--- src/rtl/date_counter.sv ---
// Calendar stage: day/month/year(2000-2099)/day-of-week driven by the daily
// rollover tick, with range-checked field loads that clamp day to month length.
module date_counter #(
  parameter logic [6:0] YEAR_RST = 7'd0,
  parameter logic [2:0] DOW_RST  = 3'd6
) (
  input  logic       clk,
  input  logic       rst,
  input  logic       day_tick,
  input  logic       set_en,
  input  logic [1:0] set_sel,
  input  logic [6:0] set_val,
  output logic [4:0] day,
  output logic [3:0] month,
  output logic [6:0] year,
  output logic [2:0] dow,
  output logic [4:0] mdays,
  output logic       month_wrap,
  output logic       year_wrap
);

  function automatic logic [4:0] month_len(input logic [3:0] m, input logic [6:0] y);
    case (m)
      4'd4, 4'd6, 4'd9, 4'd11: month_len = 5'd30;
      4'd2:                    month_len = (y[1:0] == 2'b00) ? 5'd29 : 5'd28;
      default:                 month_len = 5'd31;
    endcase
  endfunction

  logic [4:0] r_day;
  logic [3:0] r_month;
  logic [6:0] r_year;
  logic [2:0] r_dow;
  logic       r_month_wrap;
  logic       r_year_wrap;

  logic [4:0] w_mdays;
  logic [4:0] w_len_new_month;
  logic [4:0] w_len_new_year;
  logic       w_day_ok;
  logic       w_month_ok;
  logic       w_year_ok;
  logic       w_dow_ok;

  always_comb begin
    w_mdays         = month_len(r_month, r_year);
    // Candidate month lengths for the clamp that follows a month or year load
    w_len_new_month = month_len(set_val[3:0], r_year);
    w_len_new_year  = month_len(r_month, set_val);
    w_day_ok        = (set_val >= 7'd1) && (set_val <= {2'b00, w_mdays});
    w_month_ok      = (set_val >= 7'd1) && (set_val <= 7'd12);
    w_year_ok       = (set_val <= 7'd99);
    w_dow_ok        = (set_val <= 7'd6);
  end

  always_ff @(posedge clk or posedge rst) begin
    if (rst) begin
      r_day        <= 5'd1;
      r_month      <= 4'd1;
      r_year       <= YEAR_RST;
      r_dow        <= DOW_RST;
      r_month_wrap <= 1'b0;
      r_year_wrap  <= 1'b0;
    end else begin
      r_month_wrap <= 1'b0;
      r_year_wrap  <= 1'b0;
      // A load takes priority; a coincident tick is dropped
      if (set_en) begin
        case (set_sel)
          2'd0: if (w_day_ok) r_day <= set_val[4:0];
          2'd1: if (w_month_ok) begin
            r_month <= set_val[3:0];
            if (r_day > w_len_new_month) r_day <= w_len_new_month;
          end
          2'd2: if (w_year_ok) begin
            r_year <= set_val;
            if (r_day > w_len_new_year) r_day <= w_len_new_year;
          end
          default: if (w_dow_ok) r_dow <= set_val[2:0];
        endcase
      end else if (day_tick) begin
        r_dow <= (r_dow == 3'd6) ? 3'd0 : r_dow + 3'd1;
        if (r_day == w_mdays) begin
          r_day        <= 5'd1;
          r_month_wrap <= 1'b1;
          if (r_month == 4'd12) begin
            r_month     <= 4'd1;
            r_year      <= (r_year == 7'd99) ? 7'd0 : r_year + 7'd1;
            r_year_wrap <= 1'b1;
          end else begin
            r_month <= r_month + 4'd1;
          end
        end else begin
          r_day <= r_day + 5'd1;
        end
      end
    end
  end

  assign day        = r_day;
  assign month      = r_month;
  assign year       = r_year;
  assign dow        = r_dow;
  assign mdays      = w_mdays;
  assign month_wrap = r_month_wrap;
  assign year_wrap  = r_year_wrap;

endmodule

--- config.mk ---
export PLATFORM = sky130hd
export DESIGN_NAME = date_counter
export DESIGN_NICKNAME = d
export VERILOG_FILES = /design/src/rtl/date_counter.sv
export SDC_FILE = /design/constraint.sdc
export NUM_CORES = 1
export LEC_CHECK = 0
export BUFFER_PORTS_ARGS = -buffer_cell sky130_fd_sc_hd__buf_2
export CAP_MARGIN = 5
export CORE_ASPECT_RATIO = 0.9
export CORE_MARGIN = 10
export CORE_UTILIZATION = 30
export DETAILED_ROUTE_END_ITERATION = 10
export PLACE_DENSITY = 0.55
export SETUP_SLACK_MARGIN = 0.5
export SLEW_MARGIN = 0
export SYNTH_ARGS = -nofsm -noshare
export SYNTH_HDL_FRONTEND = slang
export SYNTH_SLANG_ARGS = --single-unit
export TNS_END_PERCENT = 10
--- constraint.sdc ---
create_clock -name clk -period 4.1 [get_ports clk]
set_input_delay 0.615 -clock clk [delete_from_list [all_inputs] [get_ports clk]]
set_output_delay 0.615 -clock clk [all_outputs]
set_load 0.02 [all_outputs]
Word-level counts from Yosys, hierarchy flattened

Index checks and enable logic that the tools add are counted.

Add/sub/neg operators: 4
Order comparisons: 7
Equal/unequal tests: 28
Muxes and demuxes: 39
Reduce and logical (&&, ||, !) cells: 15

Operator list:

| cell                | number |
|---|---|
| $mux 7              | 7 |
| $mux 5              | 8 |
| $mux 4              | 6 |
| $eq 4x4->1 const B  | 5 |
| $eq 4x3->1 const B  | 4 |
| $mux 3              | 5 |
| $ne 3x3->1 const B  | 5 |
| $pmux 5 s3          | 1 |
| $pmux 2 s2          | 3 |
| $gt 5x5->1          | 2 |
| $ne 2x1->1 const B  | 5 |
| $mux 1              | 9 |
| $eq 4x2->1 const B  | 2 |
| $reduce_or 4->1     | 2 |
| $add 7x1->7 const B | 1 |
| $eq 7x7->1 const B  | 1 |
| $ge 7x1->1 const B  | 1 |
| $le 7x3->1 const B  | 1 |
| $le 7x4->1 const B  | 1 |
| $le 7x5->1          | 1 |
| $le 7x7->1 const B  | 1 |
| $reduce_and 7->1    | 1 |
| $logic_not 2->1     | 3 |
| $reduce_bool 2->1   | 3 |
| 14 further kinds    | 15 |

Bits in registers: 21
Input bits: 13
Output and inout port bits: 26
Word-level logic and storage cells: 99

Depth between registers and ports, before layout

Depth in word-level cells: 8
Mapped depth: 14

Worst setup path after synthesis

No wires, ideal clock.

Path kind: input port to flip-flop
From: input set_val[3]
To: register r_day[2], in the netlist day[2]
Setup time: 0.127 ns
Data arrival time: 3.118 ns
Required time: 3.973 ns
Path slack: 0.855 ns
Stages: 12
Path buffers: 2
Path through: clkbuf_1 > inv_1 > or3_1 > o31a_1 > ha_1 > a2111oi_0 > o211ai_1 > o311a_1 > or3_1 > buf_2 > a21oi_1 > o22ai_1

Word-level cells in the longest chain between the ends: 6

RTL lines:

| item                                     | RTL line | text |
|---|---|---|
| start: declaration                       | 12       | `input logic [6:0] set_val,` |
| $eq 4x3->1 or $eq 4x4->1 (tied branches) | 23       | `case (m)` |
| $reduce_or 4->1                          | 23       |  |
| $pmux 2 s2                               | 23       |  |
| $gt 5x5->1                               | 73       | `if (r_day > w_len_new_month) r_day <= w_len_new_month;` |
| $ne 3x3->1 (no source line)              | -        |  |
| $reduce_and 7->1 (no source line) *      | -        |  |
| end signal: assignment                   | 70       | `2'd0: if (w_day_ok) r_day <= set_val[4:0];` |
| end signal: assignment                   | 73       |  |
| end signal: assignment                   | 77       | `if (r_day > w_len_new_year) r_day <= w_len_new_year;` |
| end: declaration                         | 30       | `logic [4:0] r_day;` |

Every way passes the cells marked *; elsewhere a longest branch is shown, timed or not.
A chain may end at the register's enable or synchronous reset.

Final worst setup path

From: input set_val[0]
To: register r_day[2], in the netlist day[2]

Word-level cells in the longest chain between the ends: 6

RTL lines:

| item                                      | RTL line |
|---|---|
| $eq 4x3->1 (tied with other cells)        | 23 |
| $reduce_or 4->1 or $mux 1 (tied branches) | 23, 25 |
| $pmux 2 s2                                | 23 |
| $gt 5x5->1 (on tied branches)             | 73, 77 |
| $ne 3x3->1 (no source line)               | - |
| $reduce_and 7->1 (no source line) *       | - |

Marked as above.

==> results_dict.tcl <==
set metrics [dict create \
    number_of_diodes 0 \
    area.sequential_um2 531 \
    cts-htree-levels 1 \
    slowest_cell_on_the_critical_path "sky130_fd_sc_hd__a2111oi_0" \
    async_reset_ff_frac 1.00 \
    drt_drc_violations_left 0 \
    worst_ep_arrival_time_ps 3420 \
    p_switching_uw 454 \
    die_outline_height_um 95.2 \
    maximum_number_of_pins_on_one_net_before_global_route_repair 40 \
    avgViaCountPerCell 5.31 \
    timing.fmax_mhz 305 \
    layout.nets 287 \
    mean_instance_size_in_the_synthesized_netlist_um2 8.28 \
    max_stage_delay_ps 500 \
    finalCritPeriodShare 0.799 \
    synth_cell_types 58 \
    number_of_flops_mapped_to_enable_cells_by_yosys 0 \
    dpl_cell_area_um2 2100 \
    placementRows 27 \
    synth.yosys.seq_area_share 0.281 \
    critical_path_peak_fanout 10 \
    tns_ps 0 \
    worstSetupStartpoint "set_val[0]" \
    detailedRoute.firstIterationViolations 173 \
    die_w_um 104 \
    clockRootBuffer "sky130_fd_sc_hd__clkbuf_8" \
    detail_route.first_pass.iterations 4 \
    worst_setup_path_end_kind "flop" \
    cp-start-kind "input port" \
    cts-root-to-sink-buffers 2 \
    period_minus_slack_ps 3280 \
    quantity_of_hold_fixing_buffers_added_after_cts 0 \
    core-area_um2 6110 \
    synth-warning-count 0 \
    detailedPlace.worstSlack_ps 606 \
    clock_power_share 0.144 \
    post_synth_inst_count 228 \
    fillCellCount 640 \
    stdcell_area_um2 2140 \
    grt_antenna_before_repair 0 \
    setup_viol_count_final 0 \
    critical_path.most_common_cell "sky130_fd_sc_hd__or3_1" \
    clock_insertion_delay_worst_skew_ps 270 \
    initial_core_util 0.309 \
    cp_cell_sequence "buf_2, inv_1, or3_1, o31a_1, ha_1, a2111oi_0, o211ai_1, o311a_1, or3_1, a21oi_1, o22ai_1" \
    gp_congestion 0.829 \
    area_growth_syn_to_layout_pct 13.7 \
    grt_setup_unrepaired "no" \
    global_route.overflow_total 0 \
    clk_skew_ps 3.31 \
    dominantRegCellSynth "sky130_fd_sc_hd__dfrtp_1" \
    hold_class "input port to asynchronous set/reset pin" \
    layout_cells_sized_above_1 0.195 \
    regToRegStartpoint "year[0]$_DFFE_PP0P_" \
    global_route_wire_length_before_repair_um 9060 \
    r2r_setup_slack_ps 840 \
    power.sequential.fraction 0.364 \
    ant_nets 0 \
    tritoncts "yes" \
    slew_headroom 0.441 \
    hold_violations 0 \
    outcome "completed" \
    combinationalPowerShare 0.491 \
    ios 39 \
    fin_total_pwr_uw 993 \
    finalMaxSlewViolations 0 \
    max-vdd-ir-drop_uv 251 \
    drt-total-wl_um 5390 \
    p_int_uw 539 \
    post_cts_resize_count 0 \
    postSynthRegisterBits 21 \
    vias_in_the_first_global_route 1858 \
    clkTransAtPathRegs_ps 80 \
    post_drt_wl_per_cell_um 15.7 \
    dp_cells 339 \
    instances_no_fill 343 \
    final.setup.worst_slack_ps 825 \
    worst-slew-pin-transition_ps 838 \
    worst-r2r-cell-count 12 \
    buffer_ports.inserted 35 \
    hpwlAfterDp_um 4080 \
    cell_leakage_power_uw 0.00100 \
    fp.dieArea_um2 9870 \
    power.share.switching 0.458 \
    syn_area_um2 1890 \
    power_per_cell_area_nw_per_um2 463 \
    detailroute.via_count 1821 \
    cts_setup_buffers 0 \
    worstSetupPathType "input port to flop" \
    grt.total_usage 0.110 \
    cts-buffers-inserted 3 \
    drv_cap 0 \
    numClockSinks 21 \
    multiInputGateArea_um2 1200 \
    rr_endpoint "day[2]$_DFFE_PP0P_" \
    cp.required_ps 4250 \
]
==> worst max-delay path, delay by kind of cell <==
family	cells	cell delay, ps
AOI/OAI and AO/OA	6	1380
and+or+nand+nor	2	860
buffers and inverters	2	290
adders and majority gates	1	270
==> worst max-delay path by stage <==
stage	end	slack [ps]	depth (start not counted)
floorplan	day[2]$_DFFE_PP0P_	850	12
global placement	day[4]$_DFFE_PP0P_	770	11
detailed placement	day[4]$_DFFE_PP0P_	610	11
CTS	day[4]$_DFFE_PP0P_	860	12
global route	day[2]$_DFFE_PP0P_	630	12
finish	day[2]$_DFFE_PP0P_	820	11
==> flip-flops by register name, indices dropped and copies added, names as in the netlist <==
signal and cells:
year 7, month 4, dow 3, year_wrap 1, day 5, month_wrap 1
==> kinds of logic after synthesis <==
family | share of synthesized area
AOI/OAI and AO/OA | 0.247
DFF | 0.281
buffers and inverters | 0.0855
and+or+nand+nor | 0.250
adders and majority gates | 0.113
xor gates and xnor gates | 0.00464
other | 0.00199
muxes | 0.0172
==> area by class of cell <==
cell class	count	share of cell area
clock buffers	4	0.0210
inverters	22	0.0385
multi-input cells	174	0.561
repair buffers	35	0.0817
well taps	87	0.0508
flip-flops and latches	21	0.247
==> per-layer routing <==
metal	global-route usage	vias to the layer above	part of all wire
met5	0	-	0
met4	0.0352	0	0.010
met3	0.0256	5	0.058
met2	0.181	57	0.46
met1	0.139	865	0.47
li1	-	894	-
==> power groups by stage <==
stage	Clock [µW]	Sequential (µW)	Combinational, µW
2_1_floorplan	0	421	283
6_report	143	362	488
4_1_cts	149	363	492
3_3_place_gp	0	365	491
5_1_grt	156	378	549
3_5_place_dp	0	368	490
==> synthesized netlist by cell type, types with 3 or more instances <==
library cell,instances,share of area
sky130_fd_sc_hd__or3_1,3,0.0099
sky130_fd_sc_hd__nor2_1,15,0.030
sky130_fd_sc_hd__a221oi_1,3,0.014
sky130_fd_sc_hd__a21oi_1,13,0.034
sky130_fd_sc_hd__buf_4,3,0.012
sky130_fd_sc_hd__nor3_1,3,0.0080
sky130_fd_sc_hd__o21ai_0,13,0.034
sky130_fd_sc_hd__a22oi_1,3,0.012
sky130_fd_sc_hd__nor4bb_1,3,0.016
sky130_fd_sc_hd__nor2b_1,4,0.013
sky130_fd_sc_hd__nand4_1,3,0.0099
sky130_fd_sc_hd__dfstp_2,4,0.056
sky130_fd_sc_hd__nand2_1,16,0.032
sky130_fd_sc_hd__o211ai_1,3,0.012
sky130_fd_sc_hd__o31a_1,4,0.019
sky130_fd_sc_hd__nand2b_1,5,0.017
sky130_fd_sc_hd__nand3_1,13,0.034
sky130_fd_sc_hd__clkbuf_1,3,0.0060
sky130_fd_sc_hd__ha_1,17,0.11
sky130_fd_sc_hd__a21o_1,3,0.012
sky130_fd_sc_hd__and3_1,5,0.017
sky130_fd_sc_hd__o22ai_1,5,0.017
sky130_fd_sc_hd__buf_2,3,0.0080
sky130_fd_sc_hd__inv_1,21,0.042
sky130_fd_sc_hd__dfrtp_1,17,0.23
==> cells in the final DEF (no fill, tap or decap), types with 13 or more instances in the layout <==
cell,count
sky130_fd_sc_hd__dfrtp_1,17
sky130_fd_sc_hd__inv_1,21
sky130_fd_sc_hd__nor2_1,15
sky130_fd_sc_hd__o21ai_0,13
sky130_fd_sc_hd__a21oi_1,13
sky130_fd_sc_hd__nand3_1,13
sky130_fd_sc_hd__nand2_1,16
sky130_fd_sc_hd__ha_1,17
sky130_fd_sc_hd__buf_2,35
==> metrics by stage <==
step	utilization	hold WS (ps)
3_5_place_dp	0.343	531
3_3_place_gp	0.343	523
5_1_grt	0.351	561
2_1_floorplan	-	542
4_1_cts	0.351	543
6_report	0.351	506
(Power assumes the default switching activity.)
